<file path="src/rtl/biquad_serial.sv">
// Serial direct-form-I biquad: one shared multiplier walks the five taps in
// turn, so a new sample can be accepted at most once every seven clocks.
module biquad_serial #(
   parameter int DATAWIDTH = 12,
   parameter int COEFWIDTH = 16
) (
   input  logic                        clk_i,
   input  logic                        rst_i,
   input  logic                        x_valid_i,
   input  logic signed [DATAWIDTH-1:0] x_i,
   input  logic [31:0]                 a11,
   input  logic [31:0]                 a12,
   input  logic [31:0]                 b10,
   input  logic [31:0]                 b11,
   input  logic [31:0]                 b12,
   output logic signed [DATAWIDTH-1:0] y_o,
   output logic                        y_valid_o,
   output logic                        busy_o,
   output logic                        drop_o
);

   localparam int PRODW = DATAWIDTH + COEFWIDTH;
   localparam int ACCW  = DATAWIDTH + COEFWIDTH + 3;

   localparam logic [1:0] ST_IDLE = 2'd0;
   localparam logic [1:0] ST_MAC  = 2'd1;
   localparam logic [1:0] ST_OUT  = 2'd2;

   localparam logic signed [ACCW-1:0] ROUND_C =
      {{(ACCW-COEFWIDTH+1){1'b0}}, 1'b1, {(COEFWIDTH-2){1'b0}}};
   localparam logic signed [ACCW-1:0] Y_MAX =
      {{(ACCW-DATAWIDTH+1){1'b0}}, {(DATAWIDTH-1){1'b1}}};
   localparam logic signed [ACCW-1:0] Y_MIN =
      {{(ACCW-DATAWIDTH+1){1'b1}}, {(DATAWIDTH-1){1'b0}}};

   logic [1:0]                 state_reg;
   logic [2:0]                 step_reg;
   logic signed [ACCW-1:0]     acc_reg;
   logic signed [ACCW-1:0]     acc_next;
   logic signed [DATAWIDTH-1:0] x0_reg, x1_reg, x2_reg, y1_reg, y2_reg;
   logic signed [DATAWIDTH-1:0] y_reg;
   logic                       y_valid_reg, busy_reg, drop_reg;

   // Coefficients in tap order: b10, b11, b12, a11, a12
   logic [159:0]                coef_bus;
   logic signed [COEFWIDTH-1:0] coef_in  [5];
   logic signed [COEFWIDTH-1:0] coef_reg [5];

   assign coef_bus = {a12, a11, b12, b11, b10};

   genvar gi;
   generate
      for (gi = 0; gi < 5; gi++) begin : g_coef
         assign coef_in[gi] = coef_bus[gi*32 +: COEFWIDTH];
      end
   endgenerate

   logic unused_coef_bits;
   assign unused_coef_bits = ^{a11[31:COEFWIDTH], a12[31:COEFWIDTH],
                               b10[31:COEFWIDTH], b11[31:COEFWIDTH],
                               b12[31:COEFWIDTH]};

   logic accept;
   assign accept = (state_reg == ST_IDLE) && x_valid_i;

   // Snapshot is only meaningful once a sample is accepted, so no reset needed
   always_ff @(posedge clk_i) begin
      if (!rst_i && accept) begin
         for (int i = 0; i < 5; i++) begin
            coef_reg[i] <= coef_in[i];
         end
      end
   end

   logic signed [DATAWIDTH-1:0] sample_sel;
   logic signed [COEFWIDTH-1:0] coef_sel;
   logic signed [PRODW-1:0]     prod;
   logic signed [ACCW-1:0]      prod_ext;

   always_comb begin
      sample_sel = x0_reg;
      coef_sel   = coef_reg[0];
      case (step_reg)
         3'd0: begin sample_sel = x0_reg; coef_sel = coef_reg[0]; end
         3'd1: begin sample_sel = x1_reg; coef_sel = coef_reg[1]; end
         3'd2: begin sample_sel = x2_reg; coef_sel = coef_reg[2]; end
         3'd3: begin sample_sel = y1_reg; coef_sel = coef_reg[3]; end
         3'd4: begin sample_sel = y2_reg; coef_sel = coef_reg[4]; end
         default: begin sample_sel = x0_reg; coef_sel = coef_reg[0]; end
      endcase
   end

   assign prod     = sample_sel * coef_sel;
   assign prod_ext = {{(ACCW-PRODW){prod[PRODW-1]}}, prod};
   // Feedback taps (steps 3 and 4) are subtracted
   assign acc_next = (step_reg < 3'd3) ? acc_reg + prod_ext : acc_reg - prod_ext;

   logic signed [ACCW-1:0]      acc_round;
   logic signed [ACCW-1:0]      acc_shift;
   logic signed [DATAWIDTH-1:0] y_sat;

   assign acc_round = acc_reg + ROUND_C;
   assign acc_shift = acc_round >>> (COEFWIDTH-1);

   always_comb begin
      y_sat = acc_shift[DATAWIDTH-1:0];
      if (acc_shift > Y_MAX) begin
         y_sat = Y_MAX[DATAWIDTH-1:0];
      end else if (acc_shift < Y_MIN) begin
         y_sat = Y_MIN[DATAWIDTH-1:0];
      end
   end

   always_ff @(posedge clk_i) begin
      if (rst_i) begin
         state_reg   <= ST_IDLE;
         step_reg    <= 3'd0;
         acc_reg     <= '0;
         x0_reg      <= '0;
         x1_reg      <= '0;
         x2_reg      <= '0;
         y1_reg      <= '0;
         y2_reg      <= '0;
         y_reg       <= '0;
         y_valid_reg <= 1'b0;
         busy_reg    <= 1'b0;
         drop_reg    <= 1'b0;
      end else begin
         y_valid_reg <= 1'b0;
         drop_reg    <= x_valid_i && (state_reg != ST_IDLE);
         case (state_reg)
            ST_IDLE: begin
               if (x_valid_i) begin
                  x0_reg    <= x_i;
                  acc_reg   <= '0;
                  step_reg  <= 3'd0;
                  state_reg <= ST_MAC;
                  busy_reg  <= 1'b1;
               end
            end
            ST_MAC: begin
               acc_reg <= acc_next;
               if (step_reg == 3'd4) begin
                  step_reg  <= 3'd0;
                  state_reg <= ST_OUT;
               end else begin
                  step_reg <= step_reg + 3'd1;
               end
            end
            ST_OUT: begin
               y_reg       <= y_sat;
               y_valid_reg <= 1'b1;
               x2_reg      <= x1_reg;
               x1_reg      <= x0_reg;
               y2_reg      <= y1_reg;
               y1_reg      <= y_sat;
               state_reg   <= ST_IDLE;
               busy_reg    <= 1'b0;
            end
            default: begin
               state_reg <= ST_IDLE;
               busy_reg  <= 1'b0;
            end
         endcase
      end
   end

   assign y_o       = y_reg;
   assign y_valid_o = y_valid_reg;
   assign busy_o    = busy_reg;
   assign drop_o    = drop_reg;

endmodule

</file>
<file path="config.mk">
export PLATFORM = sky130hd
export DESIGN_NAME = biquad_serial
export DESIGN_NICKNAME = d
export VERILOG_FILES = /design/src/rtl/biquad_serial.sv
export SDC_FILE = /design/constraint.sdc
export NUM_CORES = 1
export LEC_CHECK = 0
export ABC_CLOCK_PERIOD_IN_PS = 11300
export CORE_UTILIZATION = 35
export DETAILED_ROUTE_END_ITERATION = 8
export MAX_ROUTING_LAYER = met4
export SLEW_MARGIN = 20
export SYNTH_ARGS = -nofsm -noshare
export SYNTH_HDL_FRONTEND = slang
export SYNTH_SLANG_ARGS = --single-unit
</file>
<file path="constraint.sdc">
create_clock -name clk_i -period 11.3 [get_ports clk_i]
set_input_delay 2.26 -clock clk_i [delete_from_list [all_inputs] [get_ports clk_i]]
set_output_delay 2.26 -clock clk_i [all_outputs]
set_load 0.05 [all_outputs]
</file>
==> flow_summary.json, run 1 <==
{
  "r2r-start": "step_reg[0]$_SDFFE_PP0P_",
  "synth_cell_type_count": 80,
  "fmax_mhz": 93.8,
  "synth-edff-count": 80,
  "first_global_vias": 12900,
  "die_x_um": 218,
  "slowest_stage": "nor3_1",
  "via_per_inst": 5.17,
  "clk_latency_ns": 0.45,
  "num_vias": 13300,
  "grt_max_degree": 102,
  "start_kind": "flop",
  "synth_warnings": 0,
  "drtIter0Drc": 796,
  "ant_nets": 0,
  "reg2reg_depth": 37,
  "post-route-min-period_ns": 10.66,
  "hold_path.startpoint": "y2_reg[7]$_SDFFE_PP0P_",
  "hold_class": "flop to flop",
  "hold_viol_final": 0,
  "drv_cap": 0,
  "critPathMaxFanout": 16,
  "placed_cells": 2531,
  "syn_nets": 2292,
  "worst_r2r_endpoint": "acc_reg[30]$_SDFFE_PP0P_",
  "end_kind": "flop",
  "routabilityCongestion": 0.894,
  "largest_register_ff_count": 80,
  "cts-root-buf": "clkbuf_16",
  "fin_skew_ns": 0.00991,
  "min_to": "y2_reg[7]$_SDFFE_PP0P_",
  "slew_violations": 0,
  "tightest_slew_ns": 1.12,
  "instances_no_fill": 2565,
  "drc": 0,
  "grt_pass1_wl_um": 68800,
  "drive_gt1_frac": 0.0646,
  "status": "finished, final reports clean",
  "wire_per_inst_um": 16.8,
  "port_buffers": 109,
  "path_depth": 37,
  "relSlewSlack": 0.248,
  "io_pins": 190,
  "reg2reg_slack_ns": 0.64,
  "synth_top_area_frac": 0.219,
  "clk_pin_slew_ns": 0.07,
  "synth_ff_type": "dfxtp_1",
  "initial_core_util": 0.358,
  "avgSynthCellArea_um2": 8.89,
  "syn_area_um2": 16400,
  "path_class": "flop to flop",
  "globalRouteTotalUtil": 0.189,
  "routed_wl_um": 43200,
  "synth_area_leaders": "fa_1, edfxtp_1, dfxtp_1",
  "synthCells": 1842,
  "dp_hpwl_um": 33800,
  "cts_buffers": 17,
  "synth_seq_cells": 179,
  "rows": 78,
  "antenna_found_initial": 0,
  "cts.sinks": 179,
  "grt-ovfl-total": 0,
  "required_ns": 11.60,
  "chipHeight_um": 218,
  "async_reset_ff_frac": 0,
  "crit_family": "adder cells",
  "crit_arrival_ns": 10.96,
  "critical_path.max_stage_delay_ns": 0.65,
  "htreeDepth": 4,
  "clockBufferDepth": 2,
  "crit_buf_inv": 6,
  "hold_depth": 2,
  "core_area_um2": 45800,
  "crit_top_cell": "fa_1",
  "n_antenna_cell": 0,
  "synth.largest_area_cell": "fa_1",
  "firstDrtPassIters": 5,
  "area_growth_pct": 15.6,
  "finalCritPeriodShare": 0.944,
  "die_area_um2": 47600,
  "final_nets": 2402,
  "setup_viol_count_final": 0,
  "ys_seq_area_frac": 0.268,
  "cts_tree": "done"
}
## worst max-delay path by stage
stage	startpoint	endpoint
6_report	step_reg[0]$_SDFFE_PP0P_	acc_reg[30]$_SDFFE_PP0P_
5_1_grt	step_reg[0]$_SDFFE_PP0P_	acc_reg[30]$_SDFFE_PP0P_
4_1_cts	step_reg[0]$_SDFFE_PP0P_	acc_reg[30]$_SDFFE_PP0P_
3_5_place_dp	step_reg[0]$_SDFFE_PP0P_	acc_reg[30]$_SDFFE_PP0P_
3_3_place_gp	step_reg[0]$_SDFFE_PP0P_	acc_reg[30]$_SDFFE_PP0P_
2_1_floorplan	step_reg[1]$_SDFFE_PP0P_	acc_reg[30]$_SDFFE_PP0P_
## cells by family after synthesis
kind of cell | synth area share
compound gates | 0.142
xor+xnor | 0.0468
fa+ha+maj | 0.292
buf+inv | 0.0746
flops | 0.268
mux | 0.0124
simple gates | 0.164
## worst reg2reg max path, delay by kind of cell (launching register included)
kind            cells  cell delay (ns)
buf+inv             6             1.00
simple gates        8             2.05
fa+ha+maj           8             3.52
flops               1             0.44
compound gates     11             2.57
xor+xnor            3             0.74
mux                 1             0.20
## through the flow
stage | utilization | instance area (um2) | hold slack, ns | setup slack (ns) | setup TNS (ns)
2_1_floorplan | - | 16400 | 0.436 | 1.70 | 0
3_3_place_gp | 0.400 | 18300 | 0.442 | 0.978 | 0
3_5_place_dp | 0.400 | 18300 | 0.447 | 0.829 | 0
4_1_cts | 0.413 | 18900 | 0.457 | 0.786 | 0
5_1_grt | 0.413 | 18900 | 0.476 | -0.0135 | -0.0135
6_report | 0.413 | 18900 | 0.455 | 0.638 | 0
## synthesized netlist by cell type (6+ instances only)
| cell type | number |
|---|---|
| nand2_1 | 265 |
| inv_1 | 234 |
| nor2_1 | 194 |
| fa_1 | 179 |
| a21oi_1 | 121 |
| dfxtp_1 | 99 |
| ha_1 | 96 |
| edfxtp_1 | 80 |
| a22oi_1 | 59 |
| clkbuf_1 | 56 |
| xnor2_1 | 52 |
| a31oi_1 | 37 |
| nand3_1 | 37 |
| o21ai_0 | 33 |
| xor2_1 | 31 |
| nor3_1 | 23 |
| nand2b_1 | 20 |
| a21o_1 | 18 |
| and2_1 | 18 |
| mux2i_1 | 18 |
| o21a_1 | 18 |
| nor2b_1 | 14 |
| o31ai_1 | 10 |
| nand4_1 | 9 |
| and3_1 | 8 |
| buf_1 | 8 |
| or3_1 | 7 |
| a211oi_1 | 6 |
| a31o_2 | 6 |
| buf_6 | 6 |
| o21bai_1 | 6 |
## timing repair
action                                  in CTS  in global routing
buffers inserted                             0                  0
resized for setup                            0                  1
hold buffers                                 0                  0
endpoints found under the setup margin       0                  1
## cells in the final DEF (no fill, tap or decap), types with 6 or more instances in the layout
master / n
nand2_1: 265
inv_1: 234
nor2_1: 193
fa_1: 179
a21oi_1: 121
clkdlybuf4s50_1: 108
dfxtp_1: 99
ha_1: 96
edfxtp_1: 80
a22oi_1: 59
buf_4: 54
xnor2_1: 52
nand3_1: 37
a31oi_1: 36
o21ai_0: 33
xor2_1: 31
nor3_1: 23
nand2b_1: 20
and2_1: 18
mux2i_1: 18
a21o_1: 18
o21a_1: 18
clkbuf_16: 17
nor2b_1: 10
o31ai_1: 9
nand4_1: 9
and3_1: 8
or3_1: 7
a31o_2: 6
a211oi_1: 6
o21bai_1: 6
## cell type report
class / count / area [um2]
clock buffers: 17 / 425
clock inverters: 15 / 141
fillers: 4438 / 26900
inverters: 234 / 878
multi-input cells: 1356 / 10800
flip-flops and latches: 179 / 4380
well taps: 600 / 751
repair buffers: 164 / 1520
## routing by layer
metal	track usage	share of wire	vias up
li1	-	-	6347
met1	0.246	0.45	6535
met2	0.306	0.49	341
met3	0.0281	0.049	50
met4	0.0508	0.018	0
met5	-	0	-
Power of run 1 is left out: the tool's default activity adds up to more than one toggle a clock period on the data nets, which glitch-free logic cannot reach.
==> inputs of run 2 (changes only) <==
--- a/config.mk
+++ b/config.mk
@@ -9,7 +9,8 @@
 export CORE_UTILIZATION = 35
 export DETAILED_ROUTE_END_ITERATION = 8
 export MAX_ROUTING_LAYER = met4
-export SLEW_MARGIN = 20
+export SLEW_MARGIN = 10
 export SYNTH_ARGS = -nofsm -noshare
 export SYNTH_HDL_FRONTEND = slang
 export SYNTH_SLANG_ARGS = --single-unit
+export TNS_END_PERCENT = 20
==> run 2 against run 1 <==
Against the previous run:
- via count is 0.81% lower
- flip-flop and latch count unchanged
- die area is the same
- setup slack improved by 0.10 ns
- utilization is 0.090 points lower
- first-iteration DRC count increased by 8.5%
- register-to-register slack improved by 0.10 ns
- critical path depth grew 1
- global-route usage grew 0.13 points
- count of clock-buffer cells in the layout did not move
- critical endpoint unchanged
==> flow_summary.json, run 2 (synthesis gave the netlist of run 1 again) <==
{
  "die_area_um2": 47600,
  "layout_commonest_cell": "nand2_1",
  "cts_tree": "done",
  "largest_register_ff_count": 80,
  "crit_top_cell": "fa_1",
  "critical_path.max_stage_delay_ns": 0.80,
  "finalCritPeriodShare": 0.935,
  "tns_ns": 0,
  "start_kind": "flop",
  "ant_nets": 0,
  "grt-ovfl-total": 0,
  "end_kind": "flop",
  "min_to": "y2_reg[7]$_SDFFE_PP0P_",
  "globalRouteTotalUtil": 0.191,
  "critPathMaxFanout": 32,
  "drtIter0Drc": 864,
  "cts_resized": 0,
  "tightest_slew_ns": 1.22,
  "core_area_um2": 45800,
  "r2r-start": "step_reg[1]$_SDFFE_PP0P_",
  "clockBufferDepth": 2,
  "crit_arrival_ns": 10.85,
  "cts_buffers": 17,
  "cts.sinks": 179,
  "firstDrtPassIters": 6,
  "hold_path.startpoint": "y2_reg[7]$_SDFFE_PP0P_",
  "rows": 78,
  "reg2reg_slack_ns": 0.74,
  "required_ns": 11.59,
  "reg2reg_depth": 38,
  "hold_depth": 2,
  "pre_cts_ws_ns": 0.843,
  "path_class": "flop to flop",
  "antenna_found_initial": 0,
  "fin_skew_ns": 0.0158,
  "rsz0062_at_grt": "false",
  "initial_core_util": 0.358,
  "status": "finished, final reports clean",
  "relSlewSlack": 0.177,
  "cts-root-buf": "clkbuf_16",
  "multiInputGateArea_um2": 10800,
  "die_x_um": 218,
  "fillers": 4477,
  "fmax_mhz": 94.7,
  "dr_wl_met2_um": 20700,
  "dp_hpwl_um": 33800,
  "n_antenna_cell": 0,
  "area_growth_pct": 15.3,
  "drive_gt1_frac": 0.0627,
  "cts_hold_buffers": 0,
  "num_vias": 13200,
  "via_per_inst": 5.14,
  "grt_max_degree": 102,
  "clk_latency_ns": 0.46,
  "port_buffers": 109,
  "routed_wl_um": 43000,
  "post-route-min-period_ns": 10.56,
  "drv_cap": 0,
  "worst_r2r_endpoint": "acc_reg[30]$_SDFFE_PP0P_",
  "route.met3.wl_um": 2260,
  "hold_class": "flop to flop",
  "routabilityCongestion": 0.894,
  "drc": 0,
  "grt_pass1_wl_um": 68600,
  "slew_violations": 0,
  "dr.max_layer_used": "met4",
  "fin_hold_ws_ns": 0.456,
  "clk_pin_slew_ns": 0.07,
  "fin_ws_ns": 0.740,
  "io_pins": 190,
  "post-cts-setup-buffer-count": 0,
  "final_nets": 2400,
  "setup_viol_count_final": 0,
  "regArea_um2": 4380,
  "first_global_vias": 13000,
  "slowest_stage": "o21ai_4",
  "layout_common_cells": "nand2_1, inv_1, nor2_1, fa_1, a21oi_1",
  "drt-met1-wl_um": 19100,
  "hold_viol_final": 0,
  "htreeDepth": 4,
  "chipHeight_um": 218,
  "wire_per_inst_um": 16.8
}
run 2: cell type report:
cell class | instances | area share
Tap cell | 600 | 0.0398
Timing Repair Buffer | 163 | 0.0791
Inverter | 234 | 0.0465
Clock inverter | 15 | 0.00749
Multi-Input combinational cell | 1355 | 0.572
Clock buffer | 17 | 0.0225
Sequential cell | 179 | 0.232
run 2: metrics by stage:
stage | area [um2] | utilization | instances
floorplan | 16400 | - | 1842
global placement | 18300 | 0.400 | 2531
detailed placement | 18300 | 0.400 | 2531
CTS | 18900 | 0.412 | 2563
global route | 18900 | 0.412 | 2563
finish | 18900 | 0.412 | 2563
run 2: worst max-delay path by stage:
stage	startpoint	endpoint	slack, ns	depth (start not counted)
2_1_floorplan	step_reg[1]$_SDFFE_PP0P_	acc_reg[30]$_SDFFE_PP0P_	1.70	40
3_3_place_gp	step_reg[0]$_SDFFE_PP0P_	acc_reg[30]$_SDFFE_PP0P_	0.98	37
3_5_place_dp	step_reg[0]$_SDFFE_PP0P_	acc_reg[30]$_SDFFE_PP0P_	0.84	37
4_1_cts	step_reg[0]$_SDFFE_PP0P_	acc_reg[30]$_SDFFE_PP0P_	0.79	37
5_1_grt	step_reg[1]$_SDFFE_PP0P_	acc_reg[30]$_SDFFE_PP0P_	0.01	38
6_report	step_reg[1]$_SDFFE_PP0P_	acc_reg[30]$_SDFFE_PP0P_	0.74	38
run 2: critical path: cells and delay by family, from the launching register on:
kind	cells	cell delay, ns
XOR/XNOR	3	0.60
adder cells (fa/ha/maj)	8	3.58
buffers and inverters	6	0.97
AO/OA/AOI/OAI	8	2.24
AND/OR/NAND/NOR	12	2.41
multiplexers	1	0.20
flip-flops	1	0.36
run 2: metal layers:
| metal | GRT usage | vias to the layer above |
|---|---|---|
| met1 | 0.246 | 6446 |
| met5 | - | - |
| met2 | 0.303 | 330 |
| met3 | 0.0338 | 53 |
| li1 | - | 6336 |
| met4 | 0.0590 | 0 |
Power of run 2 is left out for the same reason.
==> RTL change: new RTL, settings of run 1 <==
Change the parameter `COEFWIDTH` from 16 to 20.
--- a/src/rtl/biquad_serial.sv
+++ b/src/rtl/biquad_serial.sv
@@ -2,7 +2,7 @@
 // turn, so a new sample can be accepted at most once every seven clocks.
 module biquad_serial #(
    parameter int DATAWIDTH = 12,
-   parameter int COEFWIDTH = 16
+   parameter int COEFWIDTH = 20
 ) (
    input  logic                        clk_i,
    input  logic                        rst_i,
Formal check against the unedited RTL: not equivalent (Yosys sat finds a counterexample within 10 cycles, from zero or initial values and one cycle with rst_i high).
==> RTL change against run 1 <==
  * Routed wire length rose by 14%
  * Sequential cell count up 24
  * Area after synthesis up 18%
  * Core utilization shrank 0.16 points
  * Cell area increased by 18%
  * Highest routed layer unchanged
  * Worst setup slack improved by 0.26 ns
Power is not shown: default switching activity piles up to over one toggle a cycle in this logic, so the estimate is an artifact.
==> RTL change: results (changes against run 1) <==
- Status: finished, final reports clean (unchanged)
- WL/cell: 16.48 um (was 16.84 um)
- Overall Global Routing Usage: 18.16% (was 18.92%)
- Cells after Synth: 2,178 (was 1,842)
- Clock Path Buffers: 3 (was 2)
- First-pass GRT wire length: 80,940 um (was 68,810 um)
- Drt first-iter violations: 926 (was 796)
- CP max stage delay: 0.55 ns (was 0.65 ns)
- Crit path max fanout: 24 (was 16)
- Pin count of the biggest net entering global routing: 101 (was 102)
- Post-layout nets: 2,778 (was 2,402)
- Number of flops mapped to enable cells by yosys: 100 (was 80)
- Vias in the first global route: 15,740 (was 12,860)
- Arrival time of the worst setup path: 10.86 ns (was 10.96 ns)
- Share of layout cells above drive strength 1: 5.977% (was 6.463%)
- Clk Latency, worst-skew pair: 0.52 ns (was 0.45 ns)
- Total nets after synthesis: 2,680 (was 2,292)
- Total CTS buffers: 23 (was 17)
- PortBufs: 129 (was 109)
- Register area share after synthesis: 26.17% (was 26.78%)
- Largest register FFs: 100 (was 80)
- Slowest-stage cell, CP: fa_1 (was nor3_1)
- Slew Limit Headroom: 27.70% (was 24.85%)
- Most instantiated cells after synthesis: nand2_1, inv_1, fa_1, nor2_1, a21oi_1 (was nand2_1, inv_1, nor2_1, fa_1, a21oi_1)
- Synth unique cells: 79 (was 80)
- PostCTS Resize Cnt: 0 (unchanged)
- H-tree Lvls: 1 (was 4)
- Synth area leaders: fa_1, edfxtp_1, dfxtp_1 (unchanged)
- Via count: 15,430 (was 13,270)
- Hpwl dp: 38,390 um (was 33,760 um)
- Gpl congestion: 0.8513 (was 0.8940)
- Worst R2R Path Depth: 37 (unchanged)
- Synth async-reset ratio: 0% (unchanged)
- Post-Route Skew: 0.009718 ns (was 0.009906 ns)
==> RTL change: cell types whose count changed after synthesis, moves of 20 or more <==
cell | run 1 | this run
and2_1 | 18 | 38
clkbuf_1 | 56 | 99
edfxtp_1 | 80 | 100
fa_1 | 179 | 219
inv_1 | 234 | 287
nand2_1 | 265 | 336
nor2_1 | 194 | 138
nor2b_1 | 14 | 44
==> RTL change: per-stage QoR <==
step	instances	instance area, um2	setup slack (ns)	utilization, %	hold slack (ns)
final	2989	22330	0.8944	41.18	0.4519
after global routing	2988	22330	0.1303	41.17	0.4716
after CTS	2987	22300	0.7272	41.12	0.4549
after detailed placement	2946	21580	0.7666	39.79	0.4470
after global placement	2946	21580	0.8880	39.79	0.4406
after floorplan	2178	19360	1.620	-	0.4360
==> RTL change: kinds of logic after synthesis <==
| logic type | synth area share [%] |
|---|---|
| AO/OA/AOI/OAI | 15.07 |
| flip-flops | 26.17 |
| multiplexers | 0.3361 |
| adder cells (fa/ha/maj) | 29.63 |
| AND/OR/NAND/NOR | 17.36 |
| XOR/XNOR | 3.665 |
| buffers and inverters | 7.776 |
==> RTL change: final timing paths <==
path	start	endpoint	slack, ns
hold / removal	x2_reg[0]	x2_reg[0]	0.45
hold reg to reg	x2_reg[0]	x2_reg[0]	0.45
setup reg to reg	step_reg[1]	acc_reg[34]	0.89
setup / recovery	step_reg[1]	acc_reg[34]	0.89
==> RTL change: layout make-up <==
class,count,area (um2)
Fill cell,5413,31910
Multi-Input combinational cell,1575,12850
Sequential cell,203,5065
Timing Repair Buffer,186,1742
Inverter,287,1077
Tap cell,696,870.8
Clock buffer,30,611.8
Clock inverter,11,110.1
Antenna cell,1,2.502
==> RTL change: layer usage <==
layer  vias to the layer above  global-route usage, %  part of all wire (%)
met1                      7611                  24.17                    45
met5                         -                      -                     0
met2                       326                  30.12                    49
li1                       7427                      -                     -
met4                         0                  3.891                   1.7
met3                        63                  1.696                   4.0
==> RTL change: tightest hold or removal path, cell delays in order (launching register included) <==
cell and delay [ns]:
dfxtp_1 0.31, nand2_1 0.05, a21oi_1 0.05
